File: src/rtl/aib_link_seq_pkg.sv
// Shared types for the AIB channel bring-up sequencer: state encoding,
// registered output bundle and the per-state output decode.
package aib_link_seq_pkg;

  localparam int unsigned TMR_W = 16;

  typedef enum logic [2:0] {
    ST_IDLE   = 3'd0,
    ST_DETECT = 3'd1,
    ST_RESET  = 3'd2,
    ST_CONFIG = 3'd3,
    ST_LOCK   = 3'd4,
    ST_UP     = 3'd5,
    ST_FAULT  = 3'd6
  } link_state_e;

  typedef struct packed {
    logic       adapter_rstn;
    logic       mac_rdy;
    logic       config_done;
    logic       tx_lock_req;
    logic       rx_lock_req;
    logic       itxen;
    logic [2:0] irxen;
    logic       link_up;
    logic       link_fault;
  } link_out_t;

  // Each bring-up stage keeps the outputs of the stages before it asserted.
  function automatic link_out_t decode_outputs(link_state_e s, logic [2:0] rxen_on);
    link_out_t o;
    o              = '0;
    o.adapter_rstn = (s == ST_CONFIG) || (s == ST_LOCK) || (s == ST_UP);
    o.config_done  = (s == ST_CONFIG) || (s == ST_LOCK) || (s == ST_UP);
    o.mac_rdy      = (s == ST_LOCK) || (s == ST_UP);
    o.tx_lock_req  = (s == ST_LOCK) || (s == ST_UP);
    o.rx_lock_req  = (s == ST_LOCK) || (s == ST_UP);
    o.itxen        = (s == ST_UP);
    o.irxen        = (s == ST_UP) ? rxen_on : 3'b000;
    o.link_up      = (s == ST_UP);
    o.link_fault   = (s == ST_FAULT);
    return o;
  endfunction

endpackage

File: src/rtl/aib_seq_timer.sv
// Loadable saturating up-counter with clear/enable and a terminal-hit flag
// that reports the increment landing on term_i.
module aib_seq_timer
  import aib_link_seq_pkg::*;
#(
  parameter int unsigned W = TMR_W
) (
  input  logic         clk,
  input  logic         rst,
  input  logic         clr_i,
  input  logic         load_i,
  input  logic [W-1:0] load_val_i,
  input  logic         en_i,
  input  logic [W-1:0] term_i,
  output logic         hit_o
);

  logic [W-1:0] cnt_q;
  logic [W-1:0] cnt_d;
  logic [W-1:0] cnt_inc;

  assign cnt_inc = (&cnt_q) ? cnt_q : cnt_q + W'(1);

  // Independent of clr_i so the owner can feed it into its next-state logic
  // and derive clr_i from that next state without a combinational loop.
  assign hit_o = en_i && (cnt_inc == term_i);

  always_comb begin
    // NOTE: default first so every path assigns cnt_d and no latch is inferred.
    cnt_d = cnt_q;
    if (clr_i) begin
      cnt_d = '0;
    end else if (load_i) begin
      cnt_d = load_val_i;
    end else if (en_i) begin
      cnt_d = cnt_inc;
    end
  end

  always_ff @(posedge clk) begin
    // NOTE: non-blocking so every register samples pre-edge values.
    if (rst) begin
      cnt_q <= '0;
    end else begin
      cnt_q <= cnt_d;
    end
  end

endmodule

File: src/rtl/aib_link_seq.sv
// AIB channel bring-up sequencer: detect, adapter reset, config, lock, up,
// with link supervision and a per-state timeout into a sticky fault.
module aib_link_seq
  import aib_link_seq_pkg::*;
#(
  parameter int unsigned      DET_CYC = 8,
  parameter int unsigned      RST_CYC = 32,
  parameter logic [TMR_W-1:0] TMO_CYC = 16'd50000,
  parameter logic [2:0]       RXEN_ON = 3'b001
) (
  input  logic       osc_clk,
  input  logic       rst,
  input  logic       link_en,
  input  logic       ms_nsl,
  input  logic       por_i,
  input  logic       device_detect_i,
  input  logic       fs_mac_rdy_i,
  input  logic       ms_tx_transfer_en,
  input  logic       ms_rx_transfer_en,
  input  logic       sl_tx_transfer_en,
  input  logic       sl_rx_transfer_en,
  output logic       ns_adapter_rstn,
  output logic       ns_mac_rdy,
  output logic       config_done,
  output logic       tx_dcc_dll_lock_req,
  output logic       rx_dcc_dll_lock_req,
  output logic       itxen,
  output logic [2:0] irxen,
  output logic       link_up,
  output logic       link_fault,
  output logic [2:0] state
);

  localparam logic [TMR_W-1:0] DET_TERM = TMR_W'(DET_CYC);
  localparam logic [TMR_W-1:0] RST_TERM = TMR_W'(RST_CYC);

  link_state_e      state_q, state_d;
  logic             role_q, role_d;
  link_out_t        out_q, out_d;

  logic             tx_sel, rx_sel, state_chg;
  logic             seq_en, seq_clr, seq_hit;
  logic [TMR_W-1:0] seq_term;
  logic             tmo_en, tmo_hit_raw, tmo_hit;

  assign tx_sel    = role_q ? ms_tx_transfer_en : sl_tx_transfer_en;
  assign rx_sel    = role_q ? ms_rx_transfer_en : sl_rx_transfer_en;
  assign state_chg = (state_d != state_q);

  // One counter serves both the detect debounce and the adapter reset hold.
  assign seq_term = (state_q == ST_DETECT) ? DET_TERM : RST_TERM;
  assign seq_en   = ((state_q == ST_DETECT) && device_detect_i) || (state_q == ST_RESET);
  assign seq_clr  = state_chg || ((state_q == ST_DETECT) && !device_detect_i);

  assign tmo_en  = (state_q == ST_DETECT) || (state_q == ST_CONFIG) || (state_q == ST_LOCK);
  assign tmo_hit = (TMO_CYC != '0) && tmo_hit_raw;

  aib_seq_timer #(.W(TMR_W)) u_seq_tmr (
    .clk        (osc_clk),
    .rst        (rst),
    .clr_i      (seq_clr),
    .load_i     (1'b0),
    .load_val_i ('0),
    .en_i       (seq_en),
    .term_i     (seq_term),
    .hit_o      (seq_hit)
  );

  aib_seq_timer #(.W(TMR_W)) u_tmo_tmr (
    .clk        (osc_clk),
    .rst        (rst),
    .clr_i      (state_chg),
    .load_i     (1'b0),
    .load_val_i ('0),
    .en_i       (tmo_en),
    .term_i     (TMO_CYC),
    .hit_o      (tmo_hit_raw)
  );

  always_comb begin
    state_d = state_q;
    role_d  = role_q;
    if (por_i || !link_en) begin
      state_d = ST_IDLE;
    end else begin
      // Advance conditions are tested before the timeout so they win a tie.
      unique case (state_q)
        ST_IDLE:   state_d = ST_DETECT;
        ST_DETECT: if (seq_hit) state_d = ST_RESET;
                   else if (tmo_hit) state_d = ST_FAULT;
        ST_RESET:  if (seq_hit) state_d = ST_CONFIG;
        ST_CONFIG: if (fs_mac_rdy_i) state_d = ST_LOCK;
                   else if (tmo_hit) state_d = ST_FAULT;
        ST_LOCK:   if (tx_sel && rx_sel) state_d = ST_UP;
                   else if (tmo_hit) state_d = ST_FAULT;
        ST_UP:     if (!device_detect_i || !fs_mac_rdy_i || !tx_sel || !rx_sel)
                     state_d = ST_FAULT;
        ST_FAULT:  state_d = ST_FAULT;
        default:   state_d = ST_IDLE;
      endcase
    end
    if ((state_q == ST_IDLE) && (state_d == ST_DETECT)) begin
      role_d = ms_nsl;
    end
    out_d = decode_outputs(state_d, RXEN_ON);
  end

  always_ff @(posedge osc_clk) begin
    if (rst) begin
      state_q <= ST_IDLE;
      role_q  <= 1'b0;
      out_q   <= decode_outputs(ST_IDLE, RXEN_ON);
    end else begin
      state_q <= state_d;
      role_q  <= role_d;
      out_q   <= out_d;
    end
  end

  assign ns_adapter_rstn     = out_q.adapter_rstn;
  assign ns_mac_rdy          = out_q.mac_rdy;
  assign config_done         = out_q.config_done;
  assign tx_dcc_dll_lock_req = out_q.tx_lock_req;
  assign rx_dcc_dll_lock_req = out_q.rx_lock_req;
  assign itxen               = out_q.itxen;
  assign irxen               = out_q.irxen;
  assign link_up             = out_q.link_up;
  assign link_fault          = out_q.link_fault;
  assign state               = state_q;

endmodule
File: config.mk
export PLATFORM = sky130hd
export DESIGN_NAME = aib_link_seq
export DESIGN_NICKNAME = d
export VERILOG_FILES = /design/src/rtl/aib_link_seq_pkg.sv /design/src/rtl/aib_seq_timer.sv /design/src/rtl/aib_link_seq.sv
export SDC_FILE = /design/constraint.sdc
export NUM_CORES = 1
export LEC_CHECK = 0
export CAP_MARGIN = 20
export CORE_ASPECT_RATIO = 1.4
export CORE_MARGIN = 10
export CORE_UTILIZATION = 60
export CTS_CLUSTER_DIAMETER = 50
export CTS_CLUSTER_SIZE = 10
export DETAILED_ROUTE_END_ITERATION = 8
export GPL_TIMING_DRIVEN = 0
export PLACE_DENSITY_LB_ADDON = 0.3
export SYNTH_ARGS = -nofsm -noshare
export SYNTH_HDL_FRONTEND = slang
export SYNTH_HIERARCHICAL = 1
export SYNTH_SLANG_ARGS = --single-unit
export TNS_END_PERCENT = 10
File: constraint.sdc
create_clock -name osc_clk -period 4.88 [get_ports osc_clk]
set_clock_uncertainty 0.05 [all_clocks]
set_input_delay 0.976 -clock osc_clk [delete_from_list [all_inputs] [get_ports osc_clk]]
set_output_delay 0.976 -clock osc_clk [all_outputs]
set_load 0.1 [all_outputs]
==> results.cfg <==
[status]
status = finished clean

[die]
core-area_um2 = 5900
rows = 33
die_h_um = 113
initial_core_util_pct = 62.6
die-area_um2 = 9750
boundaryPins = 25
die_x_um = 86.4

[cts]
cts_buffer_depth = 2
cts_root_buffer = clkbuf_8
cts_tree = yes
cts_buffers = 5
h-tree-depth = 2
clk_latency_ns = 0.30
cts.sinks = 40
clk_pin_slew_ns = 0.08
ctsHoldBuffers = 0

[routing]
drc_errors = 0
drt_iter0_drc = 137
routed_wl_mm = 10.1
vias = 3852
drt.antenna.violating_nets = 0
wl_per_cell_um = 14.9
first_pass_iters = 5
viasPerCell = 5.66

[setup_path]
end_kind = flip-flop
worstSetupPathType = reg -> reg
path_buf_inv = 2
crit_fanout = 10
cp-start-kind = flip-flop
crit_arrival_ns = 4.75
critPathTopFamily = simple AND/OR/NAND/NOR gates
critPathSlowestCell = or4_4
worstPathRequired_ns = 5.04
worst_path_largest_cell_delay_ns = 0.57
r2r-start = u_seq_tmr/cnt_q[0]
r2r-end = u_seq_tmr/cnt_q[11]
path_cells = ha_2 > nand3_1 > buf_2 > or2_2 > nor3_2 > xnor2_1 > o2111ai_1 > nor4_4 > nand2b_4 > a211oi_1 > or4_1 > or4_4 > or2_4 > buf_6 > a311oi_1
rr_worst_depth = 15
reg2reg_setup_slack_ns = 0.30

[power_and_ir_drop]
power_leakage_nw = 1.85
p_seq_share_pct = 42.7
cellPowerDensity_nw_per_um2 = 185
ir_drop_mv = 0.160
comb_power_share_pct = 24.1
p_sw_mw = 0.270
pwr-share-clk_pct = 33.3
switching_share_pct = 31.7
internal_power_mw = 0.581

[yosys]
netlist_area_um2 = 3700
synth_warnings = 6
synthArstFlopShare_pct = 0
ys_types = 63
netlist_instances = 483
yosysMostFrequentCell = nor2_1
synth_seq_cells = 40
yosysSeqAreaShare_pct = 21.7
synth-edff-count = 0
synth_area_leaders = dfxtp_1 (22%), xnor2_1 (7.6%), nor2_1 (4.8%)
synth_top_area_share_pct = 21.7
yosys-top-cells-count = nor2_1 (47), dfxtp_1 (40), nand2_1 (36)
yosys_most_used_dff = dfxtp_1
synth_top_area_cell = dfxtp_1
synth.avg_cell_area_um2 = 7.66

[global_route]
grt_max_degree = 15
gr-total-overflow = 0
grt_usage_pct = 19.8
grt_pass1_vias = 3687
grt_first_pass_wirelength_mm = 16.4
antenna_found_initial = 0

[timing]
drv_slew = 0
fin_crit_ns = 4.58
worstMarginPinSlew_ns = 0.999
final_hold_viol_count = 0
fmax_mhz = 218
timing.hold.ws_ns = 0.492
setup_ws_ns = 0.296
min_period_over_period_pct = 93.9
report.final.setup_viol = 0
rsz0062_at_grt = false
relSlewSlack_pct = 33.2

[hold_path]
hold_depth = 2
hold_end = role_q
hold_class = reg -> reg
min_from = role_q

[layout]
fin_cells = 680
final_util_pct = 77.9
nets = 622
fin_area_um2 = 4600
final_layout_size_suffix_gt1_share_pct = 13.8
syn_to_final_growth_pct = 24.3
num_antenna_cells = 0
fillers = 445
multi_input_area_um2 = 3030
seqCellArea_um2 = 802

[run]
maxCapViolCount = 0

[placed_design]
dp_hpwl_mm = 7.70
placed_cell_area_um2 = 4360
port_buffers = 22
dp_cells = 668
post-place-ws_ns = -0.964
gp_congestion = 0.925
worst max path at each step:
stage,slack [ns],depth (start not counted),start,to
3_3_place_gp,-0.92,15,device_detect_i,u_seq_tmr/cnt_q[7]
4_1_cts,0.03,15,device_detect_i,u_seq_tmr/cnt_q[7]
5_1_grt,0.20,16,u_seq_tmr/cnt_q[1],u_seq_tmr/cnt_q[7]
3_5_place_dp,-0.96,15,device_detect_i,u_seq_tmr/cnt_q[7]
6_report,0.30,15,u_seq_tmr/cnt_q[0],u_seq_tmr/cnt_q[11]
2_1_floorplan,0.06,15,state[1],u_seq_tmr/cnt_q[7]
per-stage QoR:
stage / power [mW] / setup TNS (ns)
after floorplan: 0.516 / 0
after global routing: 0.888 / 0
after global placement: 0.548 / -21.28
final: 0.850 / 0
after CTS: 0.839 / 0
after detailed placement: 0.555 / -22.82
layout by cell type, fill, tap and decap left out, types with 9 or more instances in the layout:
master,netlist,routed
a211oi_1,12,11
a21oi_1,30,29
a311oi_1,10,9
buf_2,15,15
buf_4,10,15
clkbuf_1,11,9
clkdlybuf4s50_1,0,21
conb_1,2,95
dfxtp_1,40,39
inv_1,12,12
nand2_1,36,36
nand3_1,25,24
nand4_1,10,10
nor2_1,47,47
nor3_1,20,19
o21ai_0,16,15
or3_1,9,9
xnor2_1,32,32
xor2_1,20,20
power groups by stage:
stage | Combinational (mW) | Clock (mW) | Sequential, mW
CTS | 0.189 | 0.288 | 0.362
floorplan | 0.148 | 0 | 0.367
detailed placement | 0.186 | 0 | 0.369
finish | 0.205 | 0.283 | 0.363
global route | 0.225 | 0.299 | 0.364
global placement | 0.179 | 0 | 0.368
area by class of cell:
cell class / count / area share, %
Buffer: 42 / 5.61
Clock buffer: 5 / 1.50
Clock inverter: 3 / 1.01
Inverter: 13 / 1.06
Multi-Input combinational cell: 481 / 66.0
Sequential cell: 40 / 17.4
Tap cell: 70 / 1.90
Timing Repair Buffer: 26 / 5.50
cell families after synthesis:
kind of cell	Yosys count	share of synthesized area [%]
flip-flops	40	21.7
other	2	0.203
multiplexers	8	2.17
adder cells (fa/ha/maj)	2	0.676
AO/OA/AOI/OAI	117	21.9
buffers and inverters	55	7.98
XOR/XNOR	52	12.3
AND/OR/NAND/NOR	207	33.1
registers in the layout (all words and copies together) (netlist names):
register / flops
state: 3
role_q: 1
config_done: 1
u_seq_tmr/cnt_q: 16
tx_dcc_dll_lock_req: 1
u_tmo_tmr/cnt_q: 16
link_up: 1
link_fault: 1
layer usage:
metal	GRT usage, %	part of all wire (%)	vias to the layer above	routed length (um)
met5	0	0	-	0
met4	10.8	4.2	0	429
met3	2.37	3.2	39	326
met2	38.1	56	114	5660
met1	19.4	37	1785	3730
li1	-	-	1914	-
worst reg2reg max path: cells and delay by family (launching register included):
kind / cells / cell delay (ns)
buffers and inverters: 2 / 0.41
and+or+nand+nor: 8 / 2.63
DFF: 1 / 0.47
adders and majority gates: 1 / 0.28
AOI/OAI and AO/OA: 3 / 0.50
xor gates and xnor gates: 1 / 0.17
repair_timing:
action	4_1_cts	5_1_grt
setup endpoints to repair	32	18
resized for setup	7	17
pin swaps	3	3
buffers inserted	2	2
Power figures use the tool's default switching activity.
==> RTL change 1: new RTL, same settings <==
`TMR_W`: 16 -> 32.
--- a/src/rtl/aib_link_seq_pkg.sv
+++ b/src/rtl/aib_link_seq_pkg.sv
@@ -4,3 +4,3 @@
 
-  localparam int unsigned TMR_W = 16;
+  localparam int unsigned TMR_W = 32;
 
Check against the original RTL: no difference found for any inputs over 10 cycles, from zero or initial values and one cycle with rst high; that may be too few to reach the edited logic, so the function may still have changed.
==> RTL change 1 against the original RTL <==
Final area grew 85%. Sequential cell count is 32 higher. Power increased by 110%. The flow now finishes with violations (negative setup slack). Setup slack lost 300 ps. Die area up 62%. Core utilization rose by 0.28 points. Routed wire length grew 130%. Combinational power is 77% higher. Sequential power up 80%. Area after synthesis increased by 80%.
==> RTL change 1: results (changes against the original RTL) <==
* Top post-synthesis cells by count: nor2_1 (117), nand2_1 (98), xnor2_1 (96), dfxtp_1 (72), xor2_1 (52)
* Worst setup path end: u_seq_tmr/cnt_q[5]
* Clk pwr share at 0.425 (+0.092)
* Switch Pwr at 0.523 mW (+94%)
* Clock latency on the worst-skew pair at 340 ps (+40 ps)
* Metal3 WL at 1410 um (+330%)
* Layout Nets at 1,148 (+85%)
* Setup Buffers After CTS at 8 (+6)
* Global Route Usage Sum at 0.291 (+0.0934)
* Power per cell area at 208 nW/um^2 (+12%)
* Crit-path max cell delay at 570 ps (about the same)
* Placed cells at 1,253 (+88%)
* Met1 usage at 0.283 (+0.0889)
* GP Congestion at 1.07 (+16%)
* WP data arrival at 5110 ps (+360 ps)
* First-pass GRT wire length at 36,100 um (+120%)
* XOR/XNOR Fraction of Synth Area at 0.195 (+0.0715)
* Status: complete, but fails checks
* Vias in the first global route at 7,235 (+96%)
* # setup viols final at 2 (+2)
* Drt pass-1 iters at 6 (+1)
* Reg2reg path depth at 18 (+3)
* Normalized max-slew margin at 0.287 (-0.0450)
* Area after DPL at 7700 sq um (+77%)
* Dpl hpwl at 16,500 um (+110%)
* Clock root buffer: clkbuf_16
* Reg2reg start: u_seq_tmr/cnt_q[6]
* CTS Buf Count at 9 (+4)
* VDD IR max at 0.150 mV (-6.0%)
* Largest net degree at the start of global routing at 13 (-2)
* Flop pwr share at 0.370 (-0.057)
* DR iter-0 viols at 606 (+340%)
* Failing checks: negative setup slack
* LEAKAGE at 3.29 nW (+77%)
* Worst setup path start: u_seq_tmr/cnt_q[6]
* Sequential-to-total area share from yosys stat at 0.216 (about the same)
* Post-CTS sizing at 52 (+45)
* Vias/cell at 5.79 (+2.2%)
* PnR worst setup slack at -5.02 ps (-301 ps)
* Count of cell types in the netlist at 64 (+1.6%)
* HP Class: register to register
* DR vias at 7,419 (+93%)
* Cells after Synth at 925 (+92%)
* Met1 Wirelength at 7600 um (+100%)
* Met3 Use GR at 0.0425 (+0.0188)
* Synth Area in Compound Gates at 0.140 (-0.0789)
* H-tree depth at 3 (+1)
* Mux share of post-synthesis cell area at 0.0391 (+0.0174)
* Area contributors post-synth: dfxtp_1 (22%), xnor2_1 (13%), xor2_1 (6.8%), nor2_1 (6.6%), nand2_1 (5.5%)
* Met2 Routed Length at 12,200 um (+110%)
* Share of layout cells above drive strength 1 at 0.125 (-0.0123)
==> RTL change 1: cell types whose count changed after synthesis, moves of 16 or more <==
cell / change
dfxtp_1: +32
nor2_1: +70
clkbuf_1: +20
xnor2_1: +64
nand2_1: +62
nor3_1: +20
nand4_1: +32
mux2i_1: +18
xor2_1: +32
nand3_1: +16
==> RTL change 1: worst min path at each step <==
stage / cells after the start / endpoint / slack (ps) / startpoint
6_report: 2 / role_q / 480 / role_q
5_1_grt: 2 / role_q / 520 / role_q
2_1_floorplan: 2 / role_q / 420 / role_q
3_3_place_gp: 2 / role_q / 450 / role_q
3_5_place_dp: 2 / role_q / 470 / role_q
4_1_cts: 2 / role_q / 480 / role_q
==> RTL change 1: area by class of cell <==
class                   instances  area (sq um)
well taps                     141           176
clock buffers                  12           256
repair buffers                 42           374
plain buffers                  61           407
flip-flops and latches         72          1460
fillers                       831          2370
multi-input cells             930          5670
clock inverters                 4          76.3
inverters                      19          71.3
==> RTL change 1: kinds of logic after synthesis <==
kind of cell | after synthesis
AO/OA/AOI/OAI | 141
XOR/XNOR | 148
adder cells (fa/ha/maj) | 2
buffers and inverters | 87
flip-flops | 72
multiplexers | 26
other | 2
AND/OR/NAND/NOR | 447
==> RTL change 1: metrics by stage <==
stage | hold WS, ps | utilization | setup WS, ps | TNS (ps)
floorplan | 423 | - | 6.99 | 0
global placement | 453 | 0.707 | -1790 | -108880
detailed placement | 466 | 0.708 | -1630 | -95730
CTS | 481 | 0.761 | 1.08 | 0
global route | 524 | 0.782 | -146 | -4240
finish | 479 | 0.782 | -5.02 | -7.32
==> RTL change 1: worst min-delay path, stage by stage (launching register included) <==
cell,delay [ps]
dfxtp_1,350
mux2i_1,70
nor2_1,70
==> RTL change 2: new RTL, config.mk and constraints unchanged <==
Made on the original files. Reset style: asynchronous (`rst`), changed in 2 clocked blocks.
--- a/src/rtl/aib_seq_timer.sv
+++ b/src/rtl/aib_seq_timer.sv
@@ -39,3 +39,3 @@
 
-  always_ff @(posedge clk) begin
+  always_ff @(posedge clk or posedge rst) begin
     // NOTE: non-blocking so every register samples pre-edge values.
--- a/src/rtl/aib_link_seq.sv
+++ b/src/rtl/aib_link_seq.sv
@@ -107,3 +107,3 @@
 
-  always_ff @(posedge osc_clk) begin
+  always_ff @(posedge osc_clk or posedge rst) begin
     if (rst) begin
Behaviour: differs if rst is asserted again (counterexample within 4 cycles, from zero or initial values and one cycle with rst high); with rst held inactive, the same outputs for 10 cycles.
==> RTL change 2 against the original RTL <==
Die area is 3.5% higher. Global-route usage is 0.73 points higher. Highest routed layer unchanged. Power is 1.4% higher. Routed wire length is 0.31% lower. Critical path type is now input pin to register. Sequential cell count stayed put. Register-to-register slack better by 70 ps. Non-clock buffer count is 5 lower. Area after synthesis is 4.5% higher. Largest cell class unchanged. Final area is 0.38% higher. Setup slack worse by 34 ps.
==> RTL change 2: results (changes against the original RTL) <==
* CTS Buf Count at 5 (unchanged)
* Critical path data required time at 5010 ps (-30 ps)
* DR iter-0 viols at 316 (+130%)
* Share of layout cells above drive strength 1 at 0.105 (-0.0331)
* Port Buffer Count at 22 (unchanged)
* Setup Buffers After CTS at 0 (-2)
* Global Route Usage Sum at 0.205 (+0.00729)
* Largest net degree at the start of global routing at 17 (+2)
* Drt drc at 0 (unchanged)
* Synth warnings at 6 (unchanged)
* Fillers at 523 (+18%)
* Top post-synthesis cells by count: nand2_1 (50), dfrtp_1 (40), nor2_1 (40), xnor2_1 (26), a21oi_1 (25)
* Status: complete, no violations
* # setup viols final at 0 (unchanged)
* GP Congestion at 1.01 (+9.2%)
* ANT cells at 0 (unchanged)
* Routed WL at 10,100 um (-0.31%)
* DR vias at 3,853 (+0.026%)
* H-tree depth at 2 (unchanged)
* Clock root buffer: clkbuf_8
* HP Class: register to register
* Drt pass-1 iters at 7 (+2)
* Vias in the first global route at 3,793 (+2.9%)
* Area contributors post-synth: dfrtp_1 (26%), xnor2_1 (5.9%), xor2_1 (5.0%), nand2_1 (4.9%), mux2i_1 (3.9%)
* Clock transition at path regs at 80 ps (about the same)
* VDD IR max at 0.154 mV (-3.7%)
* First-pass GRT wire length at 17,200 um (+5.2%)
* Asr flop ratio synth at 1.00 (+1.00)
* Normalized max-slew margin at 0.332 (-0.000543)
* Count of cell types in the netlist at 80 (+27%)
* Clock latency on the worst-skew pair at ~310 ps
* Sequential-to-total area share from yosys stat at 0.259 (+0.0426)
* Register-to-register setup slack at 370 ps (+70 ps)
* Deepest clock path buffer count at 2 (unchanged)
* Initial antenna violation count at 0 (unchanged)
* Crit Path Max Fanout at 10 (unchanged)
* Dpl hpwl at 7950 um (+3.2%)
* Layout Nets at 614 (-1.3%)
* LEAKAGE at 1.89 nW (+1.7%)
RTL change 2: timing repair:
item	4_1_cts	5_1_grt
hold buffers	0	0
endpoints found under the setup margin	20	20
resized for setup	2	5
pin swaps	0	1
RTL change 2: where the power goes:
| group | total [mW] | internal [mW] | switching (mW) | leakage [nW] |
|---|---|---|---|---|
| clock network | 0.224 | 0.0997 | 0.124 | 0.0479 |
| registers | 0.390 | 0.356 | 0.0337 | 0.524 |
| logic | 0.248 | 0.0982 | 0.150 | 1.31 |
RTL change 2: kinds of logic after synthesis:
logic type                 after synthesis  synth area share
other                                    2           0.00194
DFF                                     40             0.259
xor gates and xnor gates                48             0.109
muxes                                   18            0.0476
AOI/OAI and AO/OA                      113             0.214
adders and majority gates                2           0.00648
buffers and inverters                   58            0.0693
and+or+nand+nor                        200             0.292
RTL change 2: path summary, 6_finish.rpt:
kind                                    startpoint                   to  cells after the start
worst max-delay path               device_detect_i  u_seq_tmr/cnt_q[13]                     17
worst min-delay path                        role_q               role_q                      1
worst max register to register  u_tmo_tmr/cnt_q[0]  u_seq_tmr/cnt_q[13]                     15
worst min register to register              role_q               role_q                      1
max in group asynchronous                      rst  u_seq_tmr/cnt_q[13]                      2
min in group asynchronous                      rst             state[1]                      2
RTL change 2: critical path, stage by stage:
cell             delay [ps]
clkdlybuf4s50_1         540
nand3_1                 110
a21oi_1                 380
inv_1                   140
a21oi_1                 150
nand3_1                  90
nor3_1                  180
o2111ai_1               170
nor4_2                  450
nor2_1                   80
o31a_1                  260
o221a_4                 280
o22ai_2                 180
o31a_2                  170
clkbuf_2                220
clkbuf_2                290
a21oi_1                  80
RTL change 2: layout make-up:
cell class / count / area share
multi-input combinational: 474 / 0.638
sequential: 40 / 0.217
timing repair buffer: 23 / 0.0488
buffer: 40 / 0.0442
tap: 72 / 0.0195
clock buffer: 5 / 0.0149
inverter: 17 / 0.0138
clock inverter: 3 / 0.00407
RTL change 2: metal layers:
metal | vias to the layer above | part of all wire | global-route usage
li1 | 1920 | - | -
met1 | 1784 | 0.37 | 0.218
met2 | 126 | 0.57 | 0.391
met3 | 23 | 0.040 | 0.0248
met4 | 0 | 0.020 | 0.0800
met5 | - | 0 | 0
RTL change 2: stage by stage:
| stage | hold slack, ps | instance area (sq um) | instances | utilization | setup slack, ps |
|---|---|---|---|---|---|
| floorplan | 445 | 4210 | 572 | - | 419 |
| global placement | 458 | 4520 | 666 | 0.722 | -230 |
| detailed placement | 511 | 4520 | 667 | 0.723 | -299 |
| CTS | 530 | 4610 | 675 | 0.737 | 31.8 |
| global route | 538 | 4620 | 674 | 0.738 | 4.15 |
| finish | 527 | 4620 | 674 | 0.738 | 262 |
